## src/rtl/vga_timing_pkg.sv

```systemverilog
// vga_timing_pkg: default 640x480 @ 60 Hz raster timing and shared types
// for the video sync generator. The optional coordinate outputs of the
// generator are enabled with the VSG_PIXEL_COORD_EN macro.
package vga_timing_pkg;

  // Default horizontal timing, in pixel clocks
  localparam int DEF_H_SYNC   = 96;
  localparam int DEF_H_BACK   = 48;
  localparam int DEF_H_ACTIVE = 640;
  localparam int DEF_H_FRONT  = 16;

  // Default vertical timing, in lines
  localparam int DEF_V_SYNC   = 2;
  localparam int DEF_V_BACK   = 33;
  localparam int DEF_V_ACTIVE = 480;
  localparam int DEF_V_FRONT  = 10;

  // Derived raster totals (800 x 525)
  localparam int H_TOTAL = DEF_H_SYNC + DEF_H_BACK + DEF_H_ACTIVE + DEF_H_FRONT;
  localparam int V_TOTAL = DEF_V_SYNC + DEF_V_BACK + DEF_V_ACTIVE + DEF_V_FRONT;

  // Active window bounds, half-open [start, end)
  localparam int H_ACT_START = DEF_H_SYNC + DEF_H_BACK;
  localparam int H_ACT_END   = H_ACT_START + DEF_H_ACTIVE;
  localparam int V_ACT_START = DEF_V_SYNC + DEF_V_BACK;
  localparam int V_ACT_END   = V_ACT_START + DEF_V_ACTIVE;

  // Raster counter / coordinate type
  typedef logic [9:0] coord_t;

endpackage

```

## src/rtl/vsg_axis_counter.sv

```systemverilog
// vsg_axis_counter: one raster axis (horizontal or vertical). Counts
// 0..TOTAL-1 while enabled and decodes sync, active window and the offset
// into the active window from the current count.
module vsg_axis_counter
  import vga_timing_pkg::*;
#(
  parameter int TOTAL     = H_TOTAL,
  parameter int SYNC      = DEF_H_SYNC,
  parameter int ACT_START = H_ACT_START,
  parameter int ACT_LEN   = DEF_H_ACTIVE
) (
  input  logic   clk,
  input  logic   rst,
  input  logic   enable,
  output coord_t count,
  output logic   wrap,
  output logic   sync_n,
  output logic   active,
  output coord_t offset
);

  localparam coord_t LastC  = coord_t'(TOTAL - 1);
  localparam coord_t SyncC  = coord_t'(SYNC);
  localparam coord_t StartC = coord_t'(ACT_START);
  localparam coord_t EndC   = coord_t'(ACT_START + ACT_LEN);

  coord_t count_r;

  // Axis position counter: advances when enabled, wraps after TOTAL-1
  always_ff @(posedge clk or posedge rst) begin
    if (rst) begin
      count_r <= 10'd0;
    end else if (enable) begin
      if (count_r == LastC) begin
        count_r <= 10'd0;
      end else begin
        count_r <= count_r + 10'd1;
      end
    end else begin
      count_r <= count_r;
    end
  end

  // Decode wrap, sync and active window from the current count
  always_comb begin
    wrap   = 1'b0;
    sync_n = 1'b1;
    active = 1'b0;
    offset = 10'd0;
    if (enable && (count_r == LastC)) begin
      wrap = 1'b1;
    end else begin
      wrap = 1'b0;
    end
    if (count_r < SyncC) begin
      sync_n = 1'b0;
    end else begin
      sync_n = 1'b1;
    end
    if ((count_r >= StartC) && (count_r < EndC)) begin
      active = 1'b1;
      offset = count_r - StartC;
    end else begin
      active = 1'b0;
      offset = 10'd0;
    end
  end

  assign count = count_r;

endmodule

```

## src/rtl/video_sync_generator.sv

```systemverilog
// video_sync_generator: VGA raster timing (default 640x480 @ 60 Hz).
// Produces registered active-low HS/VS and active-high blank_n, one clock
// behind the raster counters. Defining VSG_PIXEL_COORD_EN adds the
// pixel_x / pixel_y / frame_start outputs and their registers.
module video_sync_generator
  import vga_timing_pkg::*;
#(
  parameter int H_SYNC   = DEF_H_SYNC,
  parameter int H_BACK   = DEF_H_BACK,
  parameter int H_ACTIVE = DEF_H_ACTIVE,
  parameter int H_FRONT  = DEF_H_FRONT,
  parameter int V_SYNC   = DEF_V_SYNC,
  parameter int V_BACK   = DEF_V_BACK,
  parameter int V_ACTIVE = DEF_V_ACTIVE,
  parameter int V_FRONT  = DEF_V_FRONT
) (
  input  logic   vga_clk,
  input  logic   reset,
  output logic   blank_n,
  output logic   HS,
  output logic   VS
`ifdef VSG_PIXEL_COORD_EN
  ,
  output coord_t pixel_x,
  output coord_t pixel_y,
  output logic   frame_start
`endif
);

  localparam int HTotal = H_SYNC + H_BACK + H_ACTIVE + H_FRONT;
  localparam int VTotal = V_SYNC + V_BACK + V_ACTIVE + V_FRONT;

  coord_t hCount_s;
  coord_t vCount_s;
  coord_t hOffset_s;
  coord_t vOffset_s;
  logic   hWrap_s;
  logic   vWrap_s;
  logic   hSyncN_s;
  logic   vSyncN_s;
  logic   hActive_s;
  logic   vActive_s;
  logic   blankNext_s;

  logic   hs_r;
  logic   vs_r;
  logic   blank_r;

  vsg_axis_counter #(
    .TOTAL     (HTotal),
    .SYNC      (H_SYNC),
    .ACT_START (H_SYNC + H_BACK),
    .ACT_LEN   (H_ACTIVE)
  ) uHAxis (
    .clk    (vga_clk),
    .rst    (reset),
    .enable (1'b1),
    .count  (hCount_s),
    .wrap   (hWrap_s),
    .sync_n (hSyncN_s),
    .active (hActive_s),
    .offset (hOffset_s)
  );

  // The vertical axis steps once per line, on the horizontal wrap, so both
  // axes return to the raster origin on the same clock.
  vsg_axis_counter #(
    .TOTAL     (VTotal),
    .SYNC      (V_SYNC),
    .ACT_START (V_SYNC + V_BACK),
    .ACT_LEN   (V_ACTIVE)
  ) uVAxis (
    .clk    (vga_clk),
    .rst    (reset),
    .enable (hWrap_s),
    .count  (vCount_s),
    .wrap   (vWrap_s),
    .sync_n (vSyncN_s),
    .active (vActive_s),
    .offset (vOffset_s)
  );

  // Display enable is the intersection of both axis windows
  always_comb begin
    blankNext_s = 1'b0;
    if (hActive_s && vActive_s) begin
      blankNext_s = 1'b1;
    end else begin
      blankNext_s = 1'b0;
    end
  end

  // Sync and blank output registers (idle: syncs high, blanked)
  always_ff @(posedge vga_clk or posedge reset) begin
    if (reset) begin
      hs_r    <= 1'b1;
      vs_r    <= 1'b1;
      blank_r <= 1'b0;
    end else begin
      hs_r    <= hSyncN_s;
      vs_r    <= vSyncN_s;
      blank_r <= blankNext_s;
    end
  end

  assign HS      = hs_r;
  assign VS      = vs_r;
  assign blank_n = blank_r;

`ifdef VSG_PIXEL_COORD_EN
  coord_t pixelXNext_s;
  coord_t pixelYNext_s;
  logic   frameStartNext_s;
  coord_t pixelX_r;
  coord_t pixelY_r;
  logic   frameStart_r;
  logic   unused_s;

  // Coordinates are only meaningful inside the window; hold 0 elsewhere
  always_comb begin
    pixelXNext_s     = 10'd0;
    pixelYNext_s     = 10'd0;
    frameStartNext_s = 1'b0;
    if (blankNext_s) begin
      pixelXNext_s = hOffset_s;
      pixelYNext_s = vOffset_s;
    end else begin
      pixelXNext_s = 10'd0;
      pixelYNext_s = 10'd0;
    end
    if ((hCount_s == 10'd0) && (vCount_s == 10'd0)) begin
      frameStartNext_s = 1'b1;
    end else begin
      frameStartNext_s = 1'b0;
    end
  end

  // Coordinate and frame-start output registers
  always_ff @(posedge vga_clk or posedge reset) begin
    if (reset) begin
      pixelX_r     <= 10'd0;
      pixelY_r     <= 10'd0;
      frameStart_r <= 1'b0;
    end else begin
      pixelX_r     <= pixelXNext_s;
      pixelY_r     <= pixelYNext_s;
      frameStart_r <= frameStartNext_s;
    end
  end

  assign pixel_x     = pixelX_r;
  assign pixel_y     = pixelY_r;
  assign frame_start = frameStart_r;
  assign unused_s    = vWrap_s;
`else
  // Counter taps that only feed the coordinate outputs
  logic unused_s;
  assign unused_s = ^{vWrap_s, hCount_s, vCount_s, hOffset_s, vOffset_s};
`endif

endmodule

```

## config.mk

```make
export PLATFORM = sky130hd
export DESIGN_NAME = video_sync_generator
export DESIGN_NICKNAME = d
export VERILOG_FILES = /design/src/rtl/vga_timing_pkg.sv /design/src/rtl/vsg_axis_counter.sv /design/src/rtl/video_sync_generator.sv
export SDC_FILE = /design/constraint.sdc
export NUM_CORES = 1
export LEC_CHECK = 0
export BUFFER_PORTS_ARGS = -buffer_cell sky130_fd_sc_hd__buf_2
export CAP_MARGIN = 20
export CORE_UTILIZATION = 53
export DETAILED_ROUTE_END_ITERATION = 10
export PLACE_DENSITY = 0.77
export SLEW_MARGIN = 40
export SYNTH_ARGS = -nofsm -noshare
export SYNTH_HDL_FRONTEND = slang
export SYNTH_SLANG_ARGS = --single-unit
```

## constraint.sdc

```tcl
create_clock -name vga_clk -period 2.8 [get_ports vga_clk]
set_input_delay 0.56 -clock vga_clk [delete_from_list [all_inputs] [get_ports vga_clk]]
set_output_delay 0.56 -clock vga_clk [all_outputs]
set_load 0.02 [all_outputs]
```

After elaboration in Yosys (flattened, before gate mapping)
Cells that the tools add are included.

Register bits: 23. Memories: 0. Logic and storage cells: 26. ROM bits: 0. Output and inout port bits: 3. Memory bits (writable): 0. Bits in latches: 0. Input port bits: 2.

Shift-type cells: 0. $mul: 0. Reduce and logical (&&, ||, !) cells: 3. Bitwise logic cells: 0. Muxes and demuxes: 8. Equality and inequality tests: 2. $lt $le $gt $ge: 6. Div/mod/pow operators: 0. Add/sub/neg operators: 2.

Operator list (count): $add 10x1->10 const B (2); $eq 10x10->1 const B (2); $lt 10x10->1 const B (2); $mux 10 (2); $ge 10x6->1 const B (1); $ge 10x8->1 const B (1); $lt 10x2->1 const B (1); $lt 10x7->1 const B (1); $mux 1 (6); $logic_and 1x1->1 (3).

Depth between registers and ports, before layout
Depth in word-level cells: 5. Mapped depth: 8. Gate-level depth less buffers: 6.

Modules after synthesis
A second synthesis with hierarchy kept.

Cell total of the unflattened synthesis: 186. Area total of the unflattened synthesis: 1584.0 um2.

By module, submodules not included: vsg_axis_counter (uVAxis) (instances 1, area each 762.0 um2, seq. area each 250.2 um2, cells each 90); vsg_axis_counter (uHAxis) (instances 1, area each 730.7 um2, seq. area each 250.2 um2, cells each 90); video_sync_generator (instances 1, area each 91.3 um2, seq. area each 77.6 um2, cells each 6).

Least setup slack after synthesis
OpenSTA, ideal clock, no wires.

Path kind: register to register. From: reg uHAxis.count_r[0], in the netlist uHAxis.count[0]. To: reg uVAxis.count_r[4], in the netlist uVAxis.count[4]. Setup slack: 1.016 ns. Data required time: 2.675 ns. Stages on the path, launching flop included: 8. Setup time: 0.125 ns. Clock period less this slack: 1.784 ns. Path buffers: 2. Arrival: 1.659 ns. Path through: dfrtp_1 -> ha_1 -> and4_1 -> clkbuf_1 -> and4_1 -> clkbuf_1 -> nand4_1 -> mux2_2.

Cells in the longest elaborated chain, start to end: 2.

Ends and longest elaborated chain: start, declared (line vsg_axis_counter.sv:27) `coord_t count_r;`; start signal, assigned (line vsg_axis_counter.sv:37) `count_r <= count_r + 10'd1;`; start signal, assigned (line vsg_axis_counter.sv:40) `count_r <= count_r;`; $eq 10x10->1 (line vsg_axis_counter.sv:50) `if (enable && (count_r == LastC)) begin`; $mux 1 (line vsg_axis_counter.sv:50); end signal, assigned (line vsg_axis_counter.sv:37); end signal, assigned (line vsg_axis_counter.sv:40); end, declared (line vsg_axis_counter.sv:27).

No other way between the ends. A chain may end at the register's enable or synchronous reset.

Worst setup path in the final report
Same ends and word-level chain as after synthesis.

==> flow_summary.toml <==
[die]
coreArea_um2 = 2020
die_height_um = 49.1
core.rowCount = 16
start_util_pct = 58.1
die-area_um2 = 2410
io_pins = 5
die_x_um = 49.1

[clock_tree]
cts_hold_buf = 0
htree_levels = 1
cts-resized-gates = 0
cts.sinks = 23
cts_tree = "done"
numCtsBuffers = 3
path_clk_slew_ns = 0.12
clock_latency_ns = 0.31
cts_root_buffer = "clkbuf_4"
cts_setup_buffers = 0
clockBufferDepth = 2

[power]
swShare_pct = 20.4
p_comb_share_pct = 1.4
ir_drop_v = 0.000354
internal-power_w = 0.000388
power_frac_seq_pct = 68.0
power_frac_clock_pct = 30.5
powerDensity_nw_per_um2 = 395
p_switching_w = 0.0000999
p_leak_nw = 0.537

[sta]
clock_skew_ns = 0.00741
whs_ns = 0.251
fin_crit_ns = 1.97
hold_viol = 0
finalCritPeriodShare_pct = 70.4
rsz0062_at_grt = "false"
setup_viol = 0
worst_slew_pin_slew_ns = 0.469
maxSlewViolCount = 0
finalSetupTns_ns = 0
maxSlewHeadroom_pct = 68.5
fmax_mhz = 507

[worst_setup_path]
worst-r2r-cell-count = 5
r2r_slack_ns = 0.83
worstPathRequired_ns = 3.00
cp-start-kind = "register"
cp-end-kind = "register"
crit_path_max_fanout = 14
critPathKind = "register to register"
arrival_ns = 2.17

[placement]
dpl-instance-area_um2 = 1210
place_congestion = 0.830
place_inst = 144
detailed_place_hpwl_um = 1540
port_buffers = 4

[global_route]
grt_pass1_vias = 850
grt_overflow = 0
grt_pass1_wl_um = 3820
grt_use_total_pct = 20.9
antenna_found_initial = 0
grt_start_max_net_pins = 24

[synthesis]
synth_top_area_share_pct = 44.7
synthTopCellsByCount = "dfrtp_1, nand2_1, inv_1, nand3_1, nand4_1"
yosys.cell_types.count = 34
yosysTopAreaCell = "dfrtp_1"
yosysSeqAreaShare_pct = 49.2
ys.flop_type = "dfrtp_1"
synth-seq-cells = 23
syn_nets = 124
synthesis.area_um2 = 1170
syn_area_per_cell_um2 = 9.96
yosys_warnings = 0
ys_top_cells_by_area = "dfrtp_1, dfstp_2, ha_1, nand4_1, xnor2_1"
synth_edf_count = 0
synth_most_common_cell = "dfrtp_1"
syn_inst = 118
async_flop_share_pct = 100

[detailed_routing]
wl_per_cell_um = 14.7
dr_total_vias = 894
top_layer = "met4"
drt_wl_total_um = 2170
route.met3.wl_um = 68
drtIter0Drc = 29
m1WireLength_um = 1020
routed_via_density = 6.04
dr_wl_met2_um = 1070
drc_errors = 0
dr.pass1.iters = 4
antenna_left = 0

[layout]
fin_nets = 128
design_area_um2 = 1230
drive_gt1_share_pct = 13.2
syn_to_final_growth_pct = 5.11
final_cells = 148
diodes = 0

[flow_run]
drv_cap = 0

[status]
status = "completed"

[min_path]
min_path_type = "input pin to async pin"
==> registers in the layout (all words and copies together) (netlist names) <==
signal,count
uHAxis.count,10
uVAxis.count,10
HS,1
VS,1
blank_n,1
==> through the flow <==
step	util [%]	worst slack (ns)	total power [W]
after floorplan	-	1.02	0.000343
after global placement	59.8	0.894	0.000346
after detailed placement	59.8	0.854	0.000346
after CTS	61.1	0.823	0.000495
after global routing	61.1	0.671	0.000512
final	61.1	0.829	0.000488
==> final cells by class <==
class / instances / area [um^2]
tap: 27 / 33.8
sequential: 23 / 578
timing repair buffer: 4 / 20.0
fill: 176 / 787
multi-input combinational: 83 / 551
clock buffer: 4 / 26.3
inverter: 7 / 26.3
==> layout by cell type, fill, tap and decap left out, drive strengths merged, types with 2 or more instances in the layout <==
cell type	count
ha	4
nor2	6
or3	3
o21ai	4
nand3	7
o31a	2
and2	3
a21oi	6
xnor2	5
buf	4
nand4	7
xor2	4
dfrtp	21
clkbuf	4
nor3	4
and4	3
dfstp	2
nand2	9
or4	4
nor4	2
inv	7
==> cells by family after synthesis <==
| family | count (synthesis) | share of synthesized area (%) |
|---|---|---|
| flops | 23 | 49.2 |
| xor+xnor | 9 | 6.71 |
| mux | 2 | 1.81 |
| simple gates | 50 | 23.9 |
| compound gates | 18 | 10.2 |
| fa+ha+maj | 4 | 4.26 |
| buf+inv | 12 | 3.94 |
==> power groups by stage <==
stage,Clock (W),Sequential [W],Combinational [W]
6_report,0.000149,0.000332,0.00000704
5_1_grt,0.000172,0.000332,0.00000833
4_1_cts,0.000155,0.000332,0.00000761
3_5_place_dp,0,0.000338,0.00000762
3_3_place_gp,0,0.000338,0.00000714
2_1_floorplan,0,0.000338,0.00000493
==> per-layer routing <==
layer,vias up,track usage (%)
met3,2,6.54
li1,426,-
met4,0,4.90
met1,448,27.6
met5,-,0
met2,18,33.3
==> final timing paths <==
| path | start | to |
|---|---|---|
| max | uHAxis.count[0]$_DFF_PP0_ | uVAxis.count[4]$_DFFE_PP0N_ |
| min | reset | uVAxis.count[1]$_DFFE_PP0N_ |
| max reg2reg | uHAxis.count[0]$_DFF_PP0_ | uVAxis.count[4]$_DFFE_PP0N_ |
| min reg2reg | uHAxis.count[0]$_DFF_PP0_ | uHAxis.count[0]$_DFF_PP0_ |
| max in group asynchronous | reset | HS$_DFF_PP1_ |
| min in group vga_clk | uHAxis.count[0]$_DFF_PP0_ | uHAxis.count[0]$_DFF_PP0_ |
==> critical path: stages, from the launching register on <==
cell and delay (ns):
dfrtp_1 0.42, ha_1 0.21, and4_1 0.30, and4_1 0.50
nand4_1 0.15, mux2_2 0.29
Note: power is estimated with default switching activity, not from simulation.
